--- config.mk ---
export PLATFORM = sky130hd
export DESIGN_NAME = fxp_div_seq
export DESIGN_NICKNAME = d
export VERILOG_FILES = /design/src/rtl/fxp_pkg.sv /design/src/rtl/fxp_div_seq.sv
export SDC_FILE = /design/constraint.sdc
export NUM_CORES = 1
export LEC_CHECK = 0
export ABC_AREA = 1
export BUFFER_PORTS_ARGS = -buffer_cell sky130_fd_sc_hd__buf_4
export CORE_UTILIZATION = 50
export CTS_CLUSTER_SIZE = 16
export DETAILED_ROUTE_END_ITERATION = 8
export PLACE_DENSITY = 0.75
export SLEW_MARGIN = 20
export SYNTH_ARGS = -nofsm -noshare
export SYNTH_HDL_FRONTEND = slang
export SYNTH_SLANG_ARGS = --single-unit
--- constraint.sdc ---
create_clock -name clk -period 4.5 [get_ports clk]
set_clock_uncertainty 0.2 [all_clocks]
set_input_delay 0.9 -clock clk [delete_from_list [all_inputs] [get_ports clk]]
set_output_delay 0.9 -clock clk [all_outputs]
set_load 0.005 [all_outputs]
--- src/rtl/fxp_pkg.sv ---
`default_nettype none
// ============================================================================
//  Module   : fxp_pkg
//  Brief    : Shared types and saturation helpers for the fixed-point
//             sequential divider.
//  Revision : 1.0 - initial release
// ============================================================================
package fxp_pkg;

    // Divider control states
    typedef enum logic [1:0] {
        IDLE = 2'd0,
        CALC = 2'd1,
        DONE = 2'd2
    } state_t;

    // Widest result the saturation helpers can describe
    localparam int unsigned c_sat_w_max = 64;

    // Largest positive two's-complement value of a w-bit word
    function automatic logic [c_sat_w_max-1:0] sat_max_pos(input int unsigned w);
        sat_max_pos = (64'd1 << (w - 1)) - 64'd1;
    endfunction

    // Bit pattern of the most negative w-bit value (also its magnitude)
    function automatic logic [c_sat_w_max-1:0] sat_min_neg(input int unsigned w);
        sat_min_neg = 64'd1 << (w - 1);
    endfunction

endpackage
`default_nettype wire

--- src/rtl/fxp_div_seq.sv ---
`default_nettype none
// ============================================================================
//  Module   : fxp_div_seq
//  Brief    : Iterative radix-2 restoring divider for signed fixed-point
//             operands. Works on magnitudes, one quotient bit per cycle,
//             one guard bit for rounding, saturating result.
//  Revision : 1.0 - initial release
// ============================================================================
module fxp_div_seq
    import fxp_pkg::*;
#(
    parameter int WIIA  = 8,
    parameter int WIFA  = 8,
    parameter int WIIB  = 8,
    parameter int WIFB  = 8,
    parameter int WOI   = 8,
    parameter int WOF   = 8,
    parameter int ROUND = 1
) (
    input  logic                 rstn,
    input  logic                 clk,
    input  logic                 i_valid,
    output logic                 i_ready,
    input  logic [WIIA+WIFA-1:0] dividend,
    input  logic [WIIB+WIFB-1:0] divisor,
    output logic                 o_valid,
    input  logic                 o_ready,
    output logic [WOI+WOF-1:0]   out,
    output logic                 overflow
);

    localparam int c_wa    = WIIA + WIFA;
    localparam int c_wb    = WIIB + WIFB;
    localparam int c_wo    = WOI + WOF;
    localparam int c_n     = c_wo + 1;              // quotient bits incl. guard
    localparam int c_cw    = $clog2(c_n + 1);
    // Aligns |dividend| so that |num|/|div| carries WOF+1 fraction bits
    localparam int c_shift = WOF + 1 + WIFB - WIFA;
    localparam int c_shl   = (c_shift > 0) ? c_shift : 0;
    localparam int c_shr   = (c_shift < 0) ? -c_shift : 0;
    localparam int c_nw    = c_n + c_wb;
    localparam int c_xw    = ((c_wa + c_shl) > c_nw) ? (c_wa + c_shl) : c_nw;
    localparam int c_pa    = c_wa + WIFB;
    localparam int c_pb    = c_wb + WIFA + WOI - 1;
    localparam int c_pw    = ((c_pa > c_pb) ? c_pa : c_pb) + 1;

    localparam logic [c_cw-1:0] c_last    = c_cw'(c_n - 1);
    localparam logic [c_wo-1:0] c_max_pos = c_wo'(sat_max_pos(c_wo));
    localparam logic [c_wo-1:0] c_min_neg = c_wo'(sat_min_neg(c_wo));
    localparam logic [c_n-1:0]  c_lim_pos = c_n'(sat_max_pos(c_wo));
    localparam logic [c_n-1:0]  c_lim_neg = c_n'(sat_min_neg(c_wo));

    state_t            r_state;
    state_t            w_state_nxt;
    logic [c_cw-1:0]   r_cnt;
    logic [c_wb-1:0]   r_bmag;
    logic [c_wb-1:0]   r_rem;
    logic [c_n-1:0]    r_num_lo;
    logic [c_n-2:0]    r_q;
    logic              r_sign_a;
    logic              r_sign_b;
    logic              r_ovf_pre;
    logic [c_wo-1:0]   r_out;
    logic              r_ovf;

    logic [c_wa-1:0]   w_amag;
    logic [c_wb-1:0]   w_bmag;
    logic [c_nw-1:0]   w_num;
    logic              w_pre_ovf;
    logic              w_last;
    logic [c_wb:0]     w_trial;
    logic              w_ge;
    logic [c_wb-1:0]   w_rem_nxt;
    logic [c_n-1:0]    w_q_full;
    logic [c_n-1:0]    w_q_half;
    logic [c_n-1:0]    w_mag;
    logic              w_neg;
    logic [c_wo-1:0]   w_res;
    logic              w_res_ovf;

    // Operand magnitudes; the most negative code maps to its true magnitude
    assign w_amag = dividend[c_wa-1] ? (~dividend + c_wa'(1)) : dividend;
    assign w_bmag = divisor[c_wb-1]  ? (~divisor + c_wb'(1))  : divisor;

    // Scaled numerator: upper c_wb bits seed the remainder, lower c_n bits are shifted in
    assign w_num = c_nw'((c_xw'(w_amag) << c_shl) >> c_shr);

    // Divide by zero, or |a|/|b| >= 2^(WOI-1) compared exactly in integers
    assign w_pre_ovf = (w_bmag == '0) ||
                       ((c_pw'(w_amag) << WIFB) >= (c_pw'(w_bmag) << (WIFA + WOI - 1)));

    assign w_last = (r_cnt == c_last);
    assign w_neg  = r_sign_a ^ r_sign_b;

    // One restoring step: shift in the next numerator bit, subtract if it fits
    always_comb begin
        w_trial   = {r_rem, r_num_lo[c_n-1]};
        w_ge      = (w_trial >= {1'b0, r_bmag});
        w_rem_nxt = w_ge ? c_wb'(w_trial - {1'b0, r_bmag}) : c_wb'(w_trial);
        w_q_full  = {r_q, w_ge};
    end

    // Guard-bit rounding (half away from zero on the magnitude) or truncation
    always_comb begin
        w_q_half = w_q_full >> 1;
        w_mag    = (ROUND != 0) ? (w_q_half + c_n'(w_q_full[0])) : w_q_half;
    end

    // Sign application and saturation of the final result
    always_comb begin
        w_res     = '0;
        w_res_ovf = 1'b0;
        if (r_ovf_pre) begin
            w_res     = w_neg ? c_min_neg : c_max_pos;
            w_res_ovf = 1'b1;
        end else if (!w_neg && (w_mag > c_lim_pos)) begin
            w_res     = c_max_pos;
            w_res_ovf = 1'b1;
        end else if (w_neg && (w_mag > c_lim_neg)) begin
            w_res     = c_min_neg;
            w_res_ovf = 1'b1;
        end else begin
            w_res = w_neg ? c_wo'(~w_mag + c_n'(1)) : c_wo'(w_mag);
        end
    end

    // State register
    always_ff @(posedge clk or negedge rstn) begin
        if (!rstn) begin
            r_state <= IDLE;
        end else begin
            r_state <= w_state_nxt;
        end
    end

    // Next-state and handshake outputs
    always_comb begin
        w_state_nxt = r_state;
        i_ready     = 1'b0;
        o_valid     = 1'b0;
        case (r_state)
            IDLE: begin
                i_ready = 1'b1;
                if (i_valid) begin
                    w_state_nxt = CALC;
                end
            end
            CALC: begin
                if (w_last) begin
                    w_state_nxt = DONE;
                end
            end
            DONE: begin
                o_valid = 1'b1;
                if (o_ready) begin
                    w_state_nxt = IDLE;
                end
            end
            default: w_state_nxt = IDLE;
        endcase
    end

    // Operand capture on accept, iteration in CALC, result latch on the last step
    always_ff @(posedge clk or negedge rstn) begin
        if (!rstn) begin
            r_cnt     <= '0;
            r_bmag    <= '0;
            r_rem     <= '0;
            r_num_lo  <= '0;
            r_q       <= '0;
            r_sign_a  <= 1'b0;
            r_sign_b  <= 1'b0;
            r_ovf_pre <= 1'b0;
            r_out     <= '0;
            r_ovf     <= 1'b0;
        end else begin
            case (r_state)
                IDLE: begin
                    if (i_valid) begin
                        r_bmag    <= w_bmag;
                        r_rem     <= w_num[c_n +: c_wb];
                        r_num_lo  <= w_num[c_n-1:0];
                        r_q       <= '0;
                        r_cnt     <= '0;
                        r_sign_a  <= dividend[c_wa-1];
                        r_sign_b  <= divisor[c_wb-1];
                        r_ovf_pre <= w_pre_ovf;
                    end
                end
                CALC: begin
                    r_rem    <= w_rem_nxt;
                    r_num_lo <= r_num_lo << 1;
                    r_q      <= w_q_full[c_n-2:0];
                    r_cnt    <= r_cnt + c_cw'(1);
                    if (w_last) begin
                        r_out <= w_res;
                        r_ovf <= w_res_ovf;
                    end
                end
                default: ;
            endcase
        end
    end

    assign out      = r_out;
    assign overflow = r_ovf;

endmodule
`default_nettype wire

; After elaboration in Yosys (flattened, before gate mapping)
; Index checks and enable logic that the tools add are counted.
[word_totals]
reg_bits = 92
output_inout_bits = 19
in_bits = 36
wordCells = 67
[classes]
mux = 25
n_addsub = 6
n_eq_ne = 6
reduce_logical = 11
n_bitwise = 4
n_lt_le_gt_ge = 4
[op_table]
columns = operator, n
row1 = $mux W16, 10
row2 = $pmux W16 S2, 2
row3 = $add A16 B1 Y16 const B, 3
row4 = $not A16 Y16, 3
row5 = $pmux W17 S2, 1
row6 = $ge A24 B31 Y1, 1
row7 = $add A16 B1 Y17, 1
row8 = $ge A17 B16 Y1, 1
row9 = $gt A17 B15 Y1 const B, 1
row10 = $gt A17 B16 Y1 const B, 1
row11 = $mux W17, 1
row12 = $logic_not A16 Y1, 1
row13 = $sub A16 B16 Y16, 1
row14 = $pmux W5 S2, 1
row15 = $mux W2, 3
row16 = $ne A2 B2 Y1 const B, 3
row17 = $pmux W2 S3, 1
row18 = $reduce_and A2 Y1, 3
row19 = $add A5 B1 Y5 const B, 1
row20 = $eq A5 B5 Y1 const B, 1
row21 = $mux W1, 5
row22 = $mux W5, 1
row23 = $reduce_and A3 Y1, 1
row24 = $eq A2 B1 Y1 const B, 1
row25 = other kinds (7), 8

; Longest topological paths before layout
; Gate-level depths: netlist of the first run.
[depth]
ltp_word = 8
ltp_mapped = 29
depth_no_buf = 28

; Least setup slack after synthesis of the first run
; Ideal clock, no wire load.
[synth_path]
path_type = reg2reg
start = register r_rem[1]
end = register r_out[15] (netlist: out[15])
arrival_time_ns = 3.391
setup_ns = 0.121
t_required_ns = 4.179
path_stages_with_launch = 25
path_buffers = 2
slack_ns = 0.788
synth_period_minus_slack_ns = 3.712
path_cell_list = dfrtp_1 ha_1 nand3_1 nand2_1 a21oi_1 o21bai_1 nand2_1 nand2_1 nand2_1 nand2_1 buf_2 ha_1 nand2_1 nand2_1 ha_1 nand2_1 nor2_1 nand3_2 nor2_4 nand3_1 nand3_2 nand2_2 buf_6 nor2_1 o21ai_1
[synth_between]
elab_chain_cells = 8
elab_cells_between_ends = 12
classes_between = 2 x add/sub / 3 x order compare / 4 x mux / 1 x bitwise / 2 x reduce/logical
[synth_lines]
columns = item, line
row1 = start: declaration, fxp_div_seq.sv:57  ; logic [c_wb-1:0] r_rem;
row2 = start signal: assignment, fxp_div_seq.sv:181  ; r_rem <= w_num[c_n +: c_wb];
row3 = start signal: assignment, fxp_div_seq.sv:191  ; r_rem <= w_rem_nxt;
row4 = $ge A17 B16 Y1 (*), fxp_div_seq.sv:98  ; w_ge = (w_trial >= {1'b0, r_bmag});
row5 = $add A16 B1 Y17 (*), fxp_div_seq.sv:106  ; w_mag = (ROUND != 0) ? (w_q_half + c_n'(w_q_full[0])) : w_q_half;
row6 = $not A16 Y16, fxp_div_seq.sv:123  ; w_res = w_neg ? c_wo'(~w_mag + c_n'(1)) : c_wo'(w_mag);
row7 = $add A16 B1 Y16, fxp_div_seq.sv:123
row8 = $mux W16, fxp_div_seq.sv:123
row9 = $mux W16, fxp_div_seq.sv:119  ; end else if (w_neg && (w_mag > c_lim_neg)) begin
row10 = $mux W16 (*), fxp_div_seq.sv:116  ; end else if (!w_neg && (w_mag > c_lim_pos)) begin
row11 = $mux W16 (*), fxp_div_seq.sv:113  ; if (r_ovf_pre) begin
row12 = end signal: assignment, fxp_div_seq.sv:196  ; r_out <= w_res;
row13 = end: declaration, fxp_div_seq.sv:63  ; logic [c_wo-1:0] r_out;
; Every way passes the cells marked *; elsewhere a longest branch is shown, timed or not.
; A chain may end at the register's enable or synchronous reset.

; Worst setup path after layout of the first run
[layout_path]
start = register r_bmag[2]
end = register r_out[1] (netlist: out[1])
[layout_between]
elab_chain_cells = 8
elab_cells_between_ends = 12
classes_between = 2 x add/sub / 3 x order compare / 4 x mux / 1 x bitwise / 2 x reduce/logical
[layout_lines]
columns = item, line
row1 = start: declaration, fxp_div_seq.sv:56  ; logic [c_wb-1:0] r_bmag;
row2 = start signal: assignment, fxp_div_seq.sv:180  ; r_bmag <= w_bmag;
row3 = $ge A17 B16 Y1 (*), fxp_div_seq.sv:98
row4 = $add A16 B1 Y17 (*), fxp_div_seq.sv:106
row5 = $not A16 Y16, fxp_div_seq.sv:123
row6 = $add A16 B1 Y16, fxp_div_seq.sv:123
row7 = $mux W16, fxp_div_seq.sv:123
row8 = $mux W16, fxp_div_seq.sv:119
row9 = $mux W16 (*), fxp_div_seq.sv:116
row10 = $mux W16 (*), fxp_div_seq.sv:113
; Marked as above.

==> flow_summary.json, run 1 <==
{
  "via_per_inst": 5.12,
  "hold_viol": 0,
  "period_share_pct": 88.3,
  "async_flop_share_pct": 100,
  "cts_tree": "yes",
  "rsz0062_at_grt": "no",
  "yosysTopAreaCell": "dfrtp_1",
  "synth_area_sq_um": 6340,
  "syn_nets": 995,
  "register_area_sq_um": 2080,
  "final_cell_mix": "nand2_1, inv_1, nor2_1, dfrtp_1",
  "hold_depth": 2,
  "cts_hold_buf": 0,
  "clk_pin_slew_ns": 0.06,
  "rr_worst_depth": 25,
  "crit_fanout": 16,
  "die_area_sq_um": 13100,
  "power_density_nw_per_um2": 770,
  "htree_levels": 3,
  "syn_inst": 925,
  "clock_sinks": 83,
  "antenna_cells": 0,
  "drtIter0Drc": 308,
  "drive_above_1_share_pct": 11.8,
  "rr_endpoint": "out[1]",
  "rr_startpoint": "r_bmag[2]",
  "fin_crit_ns": 3.97,
  "leakage_nw": 3.75,
  "via_count": 5872,
  "synth_top_cell_area_share_pct": 32.8,
  "end_kind": "flip-flop",
  "drv_cap": 0,
  "grt_usage_pct": 23.9,
  "rrSetupSlack_ns": 0.53,
  "fin_cells": 1147,
  "max_clock_freq_ghz": 0.252,
  "cts_root_buffer": "clkbuf_16",
  "status": "completed",
  "hp-class": "reg2reg",
  "syn_area_per_cell_sq_um": 6.85,
  "routed_wl_mm": 14.2,
  "die_h_um": 115,
  "final_max_slew_viol_count": 0,
  "path_class": "reg2reg",
  "power_mw": 5.58,
  "post-cts-setup-buffer-count": 0,
  "finalSetupTns_ns": 0,
  "synth.distinct_cells": 41,
  "max_slew_margin_pct": 48.5,
  "yosysSeqAreaShare_pct": 32.8,
  "worstHoldEndpoint": "overflow",
  "final_util_pct": 59.5,
  "post-place-ws_ns": 0.604,
  "fin_nets": 1044,
  "synth_area_leaders": "dfrtp_1, nand2_1, inv_1",
  "cts_made_buffers": 9,
  "crit_start": "r_bmag[2]",
  "final_common_cell": "nand2_1",
  "hp-start": "overflow",
  "ys_ff_latch": 83,
  "cts_resized": 0,
  "clockBufferDepth": 2,
  "port-buffer-count": 54,
  "firstDrtPassIters": 5,
  "peakVddDrop_uv": 304,
  "start_util_pct": 52.1,
  "synth_edf_count": 0,
  "antenna_found_initial": 0,
  "drc": 0,
  "grt_pass1_vias": 5569,
  "routabilityCongestion": 0.879,
  "grt_max_degree": 84,
  "yosysWarnings": 0,
  "setup_slack_ns": 0.527,
  "worst_pin_slew_ns": 0.771,
  "multi_input_area_sq_um": 3660,
  "clock_latency_ns": 0.34,
  "coreArea_sq_um": 12200,
  "setup-violations-final": 0,
  "start_kind": "flip-flop",
  "fillCellCount": 1169,
  "ios": 55,
  "synthFlopType": "dfrtp_1",
  "placed_cells": 1131,
  "rows": 40,
  "worst_ep_required_time_ns": 4.57,
  "synthToLayoutAreaGrowth_pct": 14.3,
  "antenna_left": 0,
  "cp.arrival_ns": 4.05,
  "grt_pass1_wl_mm": 25.0,
  "dieWidth_um": 115,
  "wl_per_cell_um": 12.4,
  "grt_overflow": 0,
  "post-dp-hpwl_mm": 10.9
}
## cells in the mapped netlist, types with 3 or more instances
| cell type | number |
|---|---|
| dfrtp_1 | 83 |
| o21ai_0 | 57 |
| o21ai_1 | 5 |
| or2_2 | 20 |
| nand2_2 | 7 |
| a21boi_0 | 4 |
| nor4_1 | 3 |
| ha_1 | 33 |
| nand4_1 | 20 |
| nor2_4 | 3 |
| a22oi_1 | 9 |
| nand2_1 | 230 |
| xnor2_1 | 11 |
| nor2_1 | 112 |
| inv_1 | 131 |
| o21bai_1 | 3 |
| o22ai_1 | 19 |
| a21o_1 | 3 |
| nand3_2 | 3 |
| a21oi_1 | 23 |
| nand3_1 | 59 |
| o211ai_1 | 5 |
| inv_2 | 3 |
| nor3_1 | 8 |
| clkbuf_1 | 17 |
| nor2_2 | 4 |
| xor2_1 | 33 |
## state kept, by name, summed over array words and instances (netlist names)
name / flops
r_bmag: 16
r_num_lo: 8
r_cnt: 5
r_state: 2
r_rem: 16
r_q: 16
r_ovf_pre: 1
out: 16
r_sign_b: 1
r_sign_a: 1
overflow: 1
## power breakdown
group	total (mW)	switching [mW]	internal (mW)	leakage, nW
sequential	1.36	0.250	1.11	1.03
clock	0.852	0.308	0.544	0.167
combinational	3.36	2.04	1.33	2.56
total	5.58	2.59	2.98	3.75
## metal layers
layer	share of wire, %	vias to the layer above	GRT usage (%)
met5	0	-	0
met4	0.90	0	5.97
met3	3.2	10	4.39
met2	48	102	41.2
met1	48	2688	30.8
li1	-	3072	-
## area by class of cell
type                            instances  area share, %
Multi-Input combinational cell        686           50.5
Sequential cell                        83           28.7
Inverter                              134           6.95
Timing Repair Buffer                   60           6.27
Clock buffer                           10           3.16
Tap cell                              168           2.90
Clock inverter                          6           1.55
## worst max path at each step
stage | slack, ns | end | cells after the start
CTS | 0.55 | out[1] | 25
detailed placement | 0.60 | out[1] | 25
global placement | 0.66 | out[3] | 24
finish | 0.53 | out[1] | 25
floorplan | 0.79 | out[15] | 24
global route | 0.06 | out[1] | 25
## worst max-delay path, cell delays in order (launching register included)
cell and delay, ns:
dfrtp_1 0.33, inv_1 0.05, ha_1 0.34, a21oi_1 0.14, nand2_1 0.09, a21oi_1 0.26
o21bai_1 0.16, nand2_1 0.08, nand2_1 0.07, nand2_1 0.16, nand2_1 0.12, ha_1 0.29
inv_1 0.08, nand2_1 0.05, nand2_1 0.11, ha_1 0.18, nand2_1 0.05, nor2_1 0.16
nand3_2 0.12, nor2_4 0.13, nand3_1 0.11, nand3_2 0.09, nand2_2 0.19, nor2_1 0.15
nor2_1 0.07, nor2_1 0.12
## logic make-up (layout without fill, tap and decap cells)
family,after synthesis,count (layout),share of synthesized area [%]
XOR/XNOR,44,44,6.08
flip-flops,83,83,32.8
buffers and inverters,156,210,9.52
adder cells (fa/ha/maj),34,34,6.83
AND/OR/NAND/NOR,472,472,32.2
AO/OA/AOI/OAI,136,136,12.5
## through the flow
| stage | instance area, sq um | hold WS, ns |
|---|---|---|
| after floorplan | 6340 | 0.253 |
| after global placement | 6900 | 0.268 |
| after detailed placement | 6900 | 0.277 |
| after CTS | 7240 | 0.292 |
| after global routing | 7240 | 0.326 |
| final | 7240 | 0.287 |
Power figures use the tool's default switching activity.
==> run 2: changes to the inputs <==
CORE_UTILIZATION = 28   (was 50)
PLACE_DENSITY = 0.5   (was 0.75)
==> flow_summary.json, run 2 (same netlist as run 1, synthesis figures left out) <==
{
  "crit_family": "simple AND/OR/NAND/NOR gates",
  "rows": 54,
  "grt_max_degree": 62,
  "max_slew_margin_pct": 43.4,
  "placed_cells": 1245,
  "wl_per_cell_um": 13.4,
  "setup-violations-final": 0,
  "clk_pin_slew_ns": 0.07,
  "peakVddDrop_uv": 223,
  "antenna_left": 0,
  "antenna_cells": 0,
  "grt_pass1_vias": 5576,
  "fillCellCount": 2429,
  "drv_cap": 0,
  "final_max_slew_viol_count": 0,
  "die_h_um": 152,
  "path_cells": "ha_1, a21oi_1, nand2_1, a21oi_1, o21bai_1, nand2_1, nand2_1, nand2_1, nand2_1, ha_1, inv_1, nand2_1, nand2_1, ha_1, nand2_1, nor2_1, nand3_2, nor2_4, nand3_1, nand3_2, nand2_2, nor2_1, nor2_1, nor2_1",
  "drc": 0,
  "dpl_cell_area_sq_um": 7050,
  "hp-class": "reg2reg",
  "cts_made_buffers": 9,
  "rsz0062_at_grt": "no",
  "leakage_nw": 3.75,
  "path_class": "reg2reg",
  "crit_start": "r_rem[1]",
  "cts_hold_buf": 0,
  "final_cell_area_sq_um": 7370,
  "clock_sinks": 83,
  "synthToLayoutAreaGrowth_pct": 16.3,
  "status": "completed",
  "final_util_pct": 33.5,
  "max_clock_freq_ghz": 0.248,
  "cts_resized": 0,
  "power_density_nw_per_um2": 760,
  "crit_path_frequent_cell": "nand2_1",
  "fin_crit_ns": 4.02,
  "start_kind": "flip-flop",
  "start_util_pct": 28.8,
  "firstDrtPassIters": 7,
  "crit_path_top_delay_cell": "dfrtp_1",
  "hp-start": "r_bmag[10]",
  "final_common_cell": "nand2_1",
  "via_count": 5883,
  "dieWidth_um": 152,
  "end_kind": "flip-flop",
  "cts_tree": "yes",
  "cp.arrival_ns": 4.10,
  "port-buffer-count": 54,
  "fin_cells": 1261,
  "clockBufferDepth": 2,
  "finalSetupTns_ns": 0,
  "fin_nets": 1046,
  "routabilityCongestion": 0.844,
  "slowest_delay_ns": 0.40,
  "antenna_found_initial": 0,
  "cp.buffers_inverters": 1,
  "drtIter0Drc": 345,
  "post-cts-setup-buffer-count": 0,
  "routed_wl_mm": 16.9,
  "crit_fanout": 16,
  "coreArea_sq_um": 22000,
  "period_share_pct": 89.4,
  "cts_root_buffer": "clkbuf_16",
  "die_area_sq_um": 23200,
  "grt_usage_pct": 15.0,
  "worst_pin_slew_ns": 0.849,
  "drive_above_1_share_pct": 12.1,
  "post-dp-hpwl_mm": 12.8,
  "rr_startpoint": "r_rem[1]",
  "grt_pass1_wl_mm": 28.1,
  "grt_overflow": 0,
  "htree_levels": 3,
  "final_cell_mix": "nand2_1, inv_1, nor2_1, dfrtp_1, buf_4",
  "via_per_inst": 4.67,
  "clock_latency_ns": 0.35,
  "hold_viol": 0,
  "ios": 55,
  "worst_ep_required_time_ns": 4.58,
  "power_mw": 5.60
}
-- run 2: layout make-up --
class | count | area [sq um] | area share (%)
Multi-Input combinational cell | 686 | 3660 | 49.6
Sequential cell | 83 | 2080 | 28.2
Inverter | 134 | 503 | 6.83
Timing Repair Buffer | 62 | 465 | 6.32
Tap cell | 280 | 350 | 4.75
Clock buffer | 9 | 225 | 3.06
Clock inverter | 7 | 92.6 | 1.26
-- run 2: metrics by stage --
stage,hold WS (ns),setup slack [ns]
final,0.285,0.475
after global placement,0.266,0.484
after global routing,0.322,0.0213
after floorplan,0.253,0.788
after CTS,0.293,0.451
after detailed placement,0.273,0.494
-- run 2: path summary, 6_finish.rpt --
kind	slack, ns	endpoint	depth (start not counted)
min	0.28	r_bmag[10]	2
max	0.48	out[9]	24
max in group asynchronous	2.86	r_q[11]	2
min in group asynchronous	0.43	r_q[12]	1
max reg2reg	0.48	out[9]	24
min reg2reg	0.28	r_bmag[10]	2
-- run 2: layer usage --
layer	up-vias	GRT usage [%]	share of wire (%)
li1	3073	-	-
met1	2702	19.8	49
met2	95	25.4	47
met3	13	2.25	2.5
met4	0	3.94	1.1
met5	-	0	0
-- run 2: report_power, final --
group	internal, mW	switching [mW]	total [mW]
sequential	1.11	0.255	1.37
clock	0.447	0.352	0.799
combinational	1.33	2.10	3.44
-- run 2: worst min-delay path, delay by kind of cell (launching register included) --
kind,cells,cell delay [ns]
compound gates,1,0.06
simple gates,1,0.05
flops,1,0.34
==> run 3: changes to the inputs <==
CORE_MARGIN = 5   (was default)
PLACE_DENSITY = default   (was 0.5)
clock period = 3.3 ns   (was 4.5 ns; I/O delays follow)
==> flow_summary.json, run 3 (same netlist as run 1, synthesis figures left out) <==
{
  "seqPwrFrac_pct": 20.0,
  "grt.met3_usage_pct": 3.03,
  "peakVddDrop_uv": 442,
  "clk_pin_slew_ns": 0.07,
  "die_h_um": 160,
  "clock_latency_ns": 0.36,
  "firstDrtPassIters": 4,
  "rows": 55,
  "power_density_nw_per_um2": 1100,
  "path_cells": "ha_4, a21oi_2, o21ai_0, a21oi_1, nand2_2, nand2_2, nand2_4, ha_4, inv_1, nand2_1, nand2_4, ha_4, nand2_4, nor2_4, nand3_2, nor2_4, nand3_2, nand3_4, nand2_4, nor2_1, nor2_2, nor2_1",
  "clock_sinks": 83,
  "crit_path_frequent_cell": "nand2_4",
  "antenna_cells": 0,
  "cp.buffers_inverters": 1,
  "drive_above_1_share_pct": 27.4,
  "power_mw": 9.45,
  "cp.arrival_ns": 3.42,
  "p_int_mw": 5.21,
  "grt_overflow": 0,
  "leakage_nw": 4.28,
  "routed_wl_mm": 17.9,
  "grt_pass1_wl_mm": 30.3,
  "grt_util_met2_pct": 24.7,
  "placed_cells": 1337,
  "grt_max_degree": 45,
  "drv_cap": 0,
  "path_class": "reg2reg",
  "worst_ep_required_time_ns": 3.38,
  "worst_hold_slack_ns": 0.115,
  "die_area_sq_um": 25700,
  "hold_viol": 0,
  "cts_root_buffer": "clkbuf_16",
  "fin_crit_ns": 3.34,
  "ios": 55,
  "status": "complete, but fails checks",
  "post-place-ws_ns": -0.227,
  "switchingPower_mw": 4.24,
  "post-dp-hpwl_mm": 13.4,
  "synthToLayoutAreaGrowth_pct": 35.8,
  "use_met1_pct": 17.6,
  "crit_family": "simple AND/OR/NAND/NOR gates",
  "setup_slack_ns": -0.0387,
  "dieWidth_um": 160,
  "via_count": 6328,
  "grt_usage_pct": 14.1,
  "final_common_cell": "nand2_1",
  "port-buffer-count": 54,
  "worst_pin_slew_ns": 0.776,
  "cts_made_buffers": 9,
  "hp-class": "in2async",
  "slowest_delay_ns": 0.42,
  "start_kind": "flip-flop",
  "failed_checks": "setup timing",
  "combPwrFrac_pct": 69.0,
  "grt_busiest_layer": "met2",
  "cts_tree": "yes",
  "fin_cells": 1368,
  "drtIter0Drc": 301,
  "setup-violations-final": 14,
  "p_clk_share_pct": 10.9,
  "routabilityCongestion": 0.851,
  "antenna_found_initial": 1,
  "final_max_slew_viol_count": 0,
  "clockBufferDepth": 2,
  "rsz0062_at_grt": "yes",
  "crit_fanout": 8,
  "max_slew_margin_pct": 48.2,
  "fin_nets": 1149,
  "coreArea_sq_um": 22400,
  "antenna_left": 0,
  "wl_per_cell_um": 13.1,
  "end_kind": "flip-flop",
  "via_per_inst": 4.63,
  "final_util_pct": 38.4,
  "max_clock_freq_ghz": 0.300,
  "crit_path_top_delay_cell": "dfrtp_1",
  "drc": 0,
  "final_cell_mix": "nand2_1, buf_4, inv_1, nor2_1, dfrtp_1",
  "period_share_pct": 101,
  "start_util_pct": 28.2,
  "swShare_pct": 44.9,
  "htree_levels": 3,
  "grt_pass1_vias": 6283
}
run 3: cell types whose count changed in the layout (fill, tap and decap cells not counted), sizes merged:
cell / before / now
buf: 62 / 163
inv: 139 / 134
clkbuf: 9 / 11
clkinv: 1 / 2
clkinvlp: 0 / 1
nand2: 237 / 238
nand3: 62 / 63
run 3: power by group through the flow:
stage,clock network [mW],logic (mW),registers (mW)
2_1_floorplan,0,3.81,1.82
3_3_place_gp,0,5.79,1.86
3_5_place_dp,0,5.82,1.88
4_1_cts,1.06,6.29,1.89
5_1_grt,1.10,7.34,1.96
6_report,1.03,6.52,1.89
run 3: what timing repair did:
action,4_1_cts,5_1_grt
gates resized for setup,33,43
cloned,2,0
pin swaps,19,21
endpoints found under the setup margin,17,18
buffers inserted,8,6
hold buffers,0,0
run 3: final cells by class:
type | instances | area, sq um
clock buffers | 11 | 243
clock inverters | 4 | 51.3
fillers | 2356 | 13800
inverters | 134 | 505
multi-input cells | 688 | 4130
flip-flops and latches | 83 | 2080
well taps | 285 | 357
repair buffers | 163 | 1250
run 3: worst register-to-register path, stage by stage (launching register included):
cell	delay (ns)
dfrtp_1	0.42
ha_4	0.28
a21oi_2	0.17
o21ai_0	0.10
a21oi_1	0.22
nand2_2	0.09
nand2_2	0.09
nand2_4	0.08
ha_4	0.20
inv_1	0.05
nand2_1	0.08
nand2_4	0.08
ha_4	0.14
nand2_4	0.06
nor2_4	0.12
nand3_2	0.11
nor2_4	0.16
nand3_2	0.11
nand3_4	0.13
nand2_4	0.11
nor2_1	0.14
nor2_2	0.05
nor2_1	0.08
run 3: metrics by stage:
stage | instance area, sq um | TNS (ns)
after CTS | 8420 | -0.0105
after global placement | 7860 | -2.89
after floorplan | 6480 | -0.410
final | 8610 | -0.287
after detailed placement | 7860 | -3.11
after global routing | 8610 | -4.21
run 3: routing by layer:
layer  share of wire [%]  up-vias  routed length (um)
li1                    -     3284                   -
met1                  45     2913                8090
met2                  49      104                8810
met3                 3.8       25                 675
met4                 1.7        2                 304
met5               0.073        -                  13
run 3: final timing paths:
| path | start | to | slack (ns) | cells past startpoint |
|---|---|---|---|---|
| worst max-delay path | r_rem[7] | out[7] | -0.04 | 22 |
| worst min-delay path | rstn | r_rem[13] | 0.11 | 1 |
| worst max register to register | r_rem[7] | out[7] | -0.04 | 22 |
| worst min register to register | r_bmag[5] | r_bmag[5] | 0.30 | 2 |
| max in group asynchronous | rstn | r_bmag[15] | 2.15 | 2 |
| min in group clk | r_bmag[5] | r_bmag[5] | 0.30 | 2 |
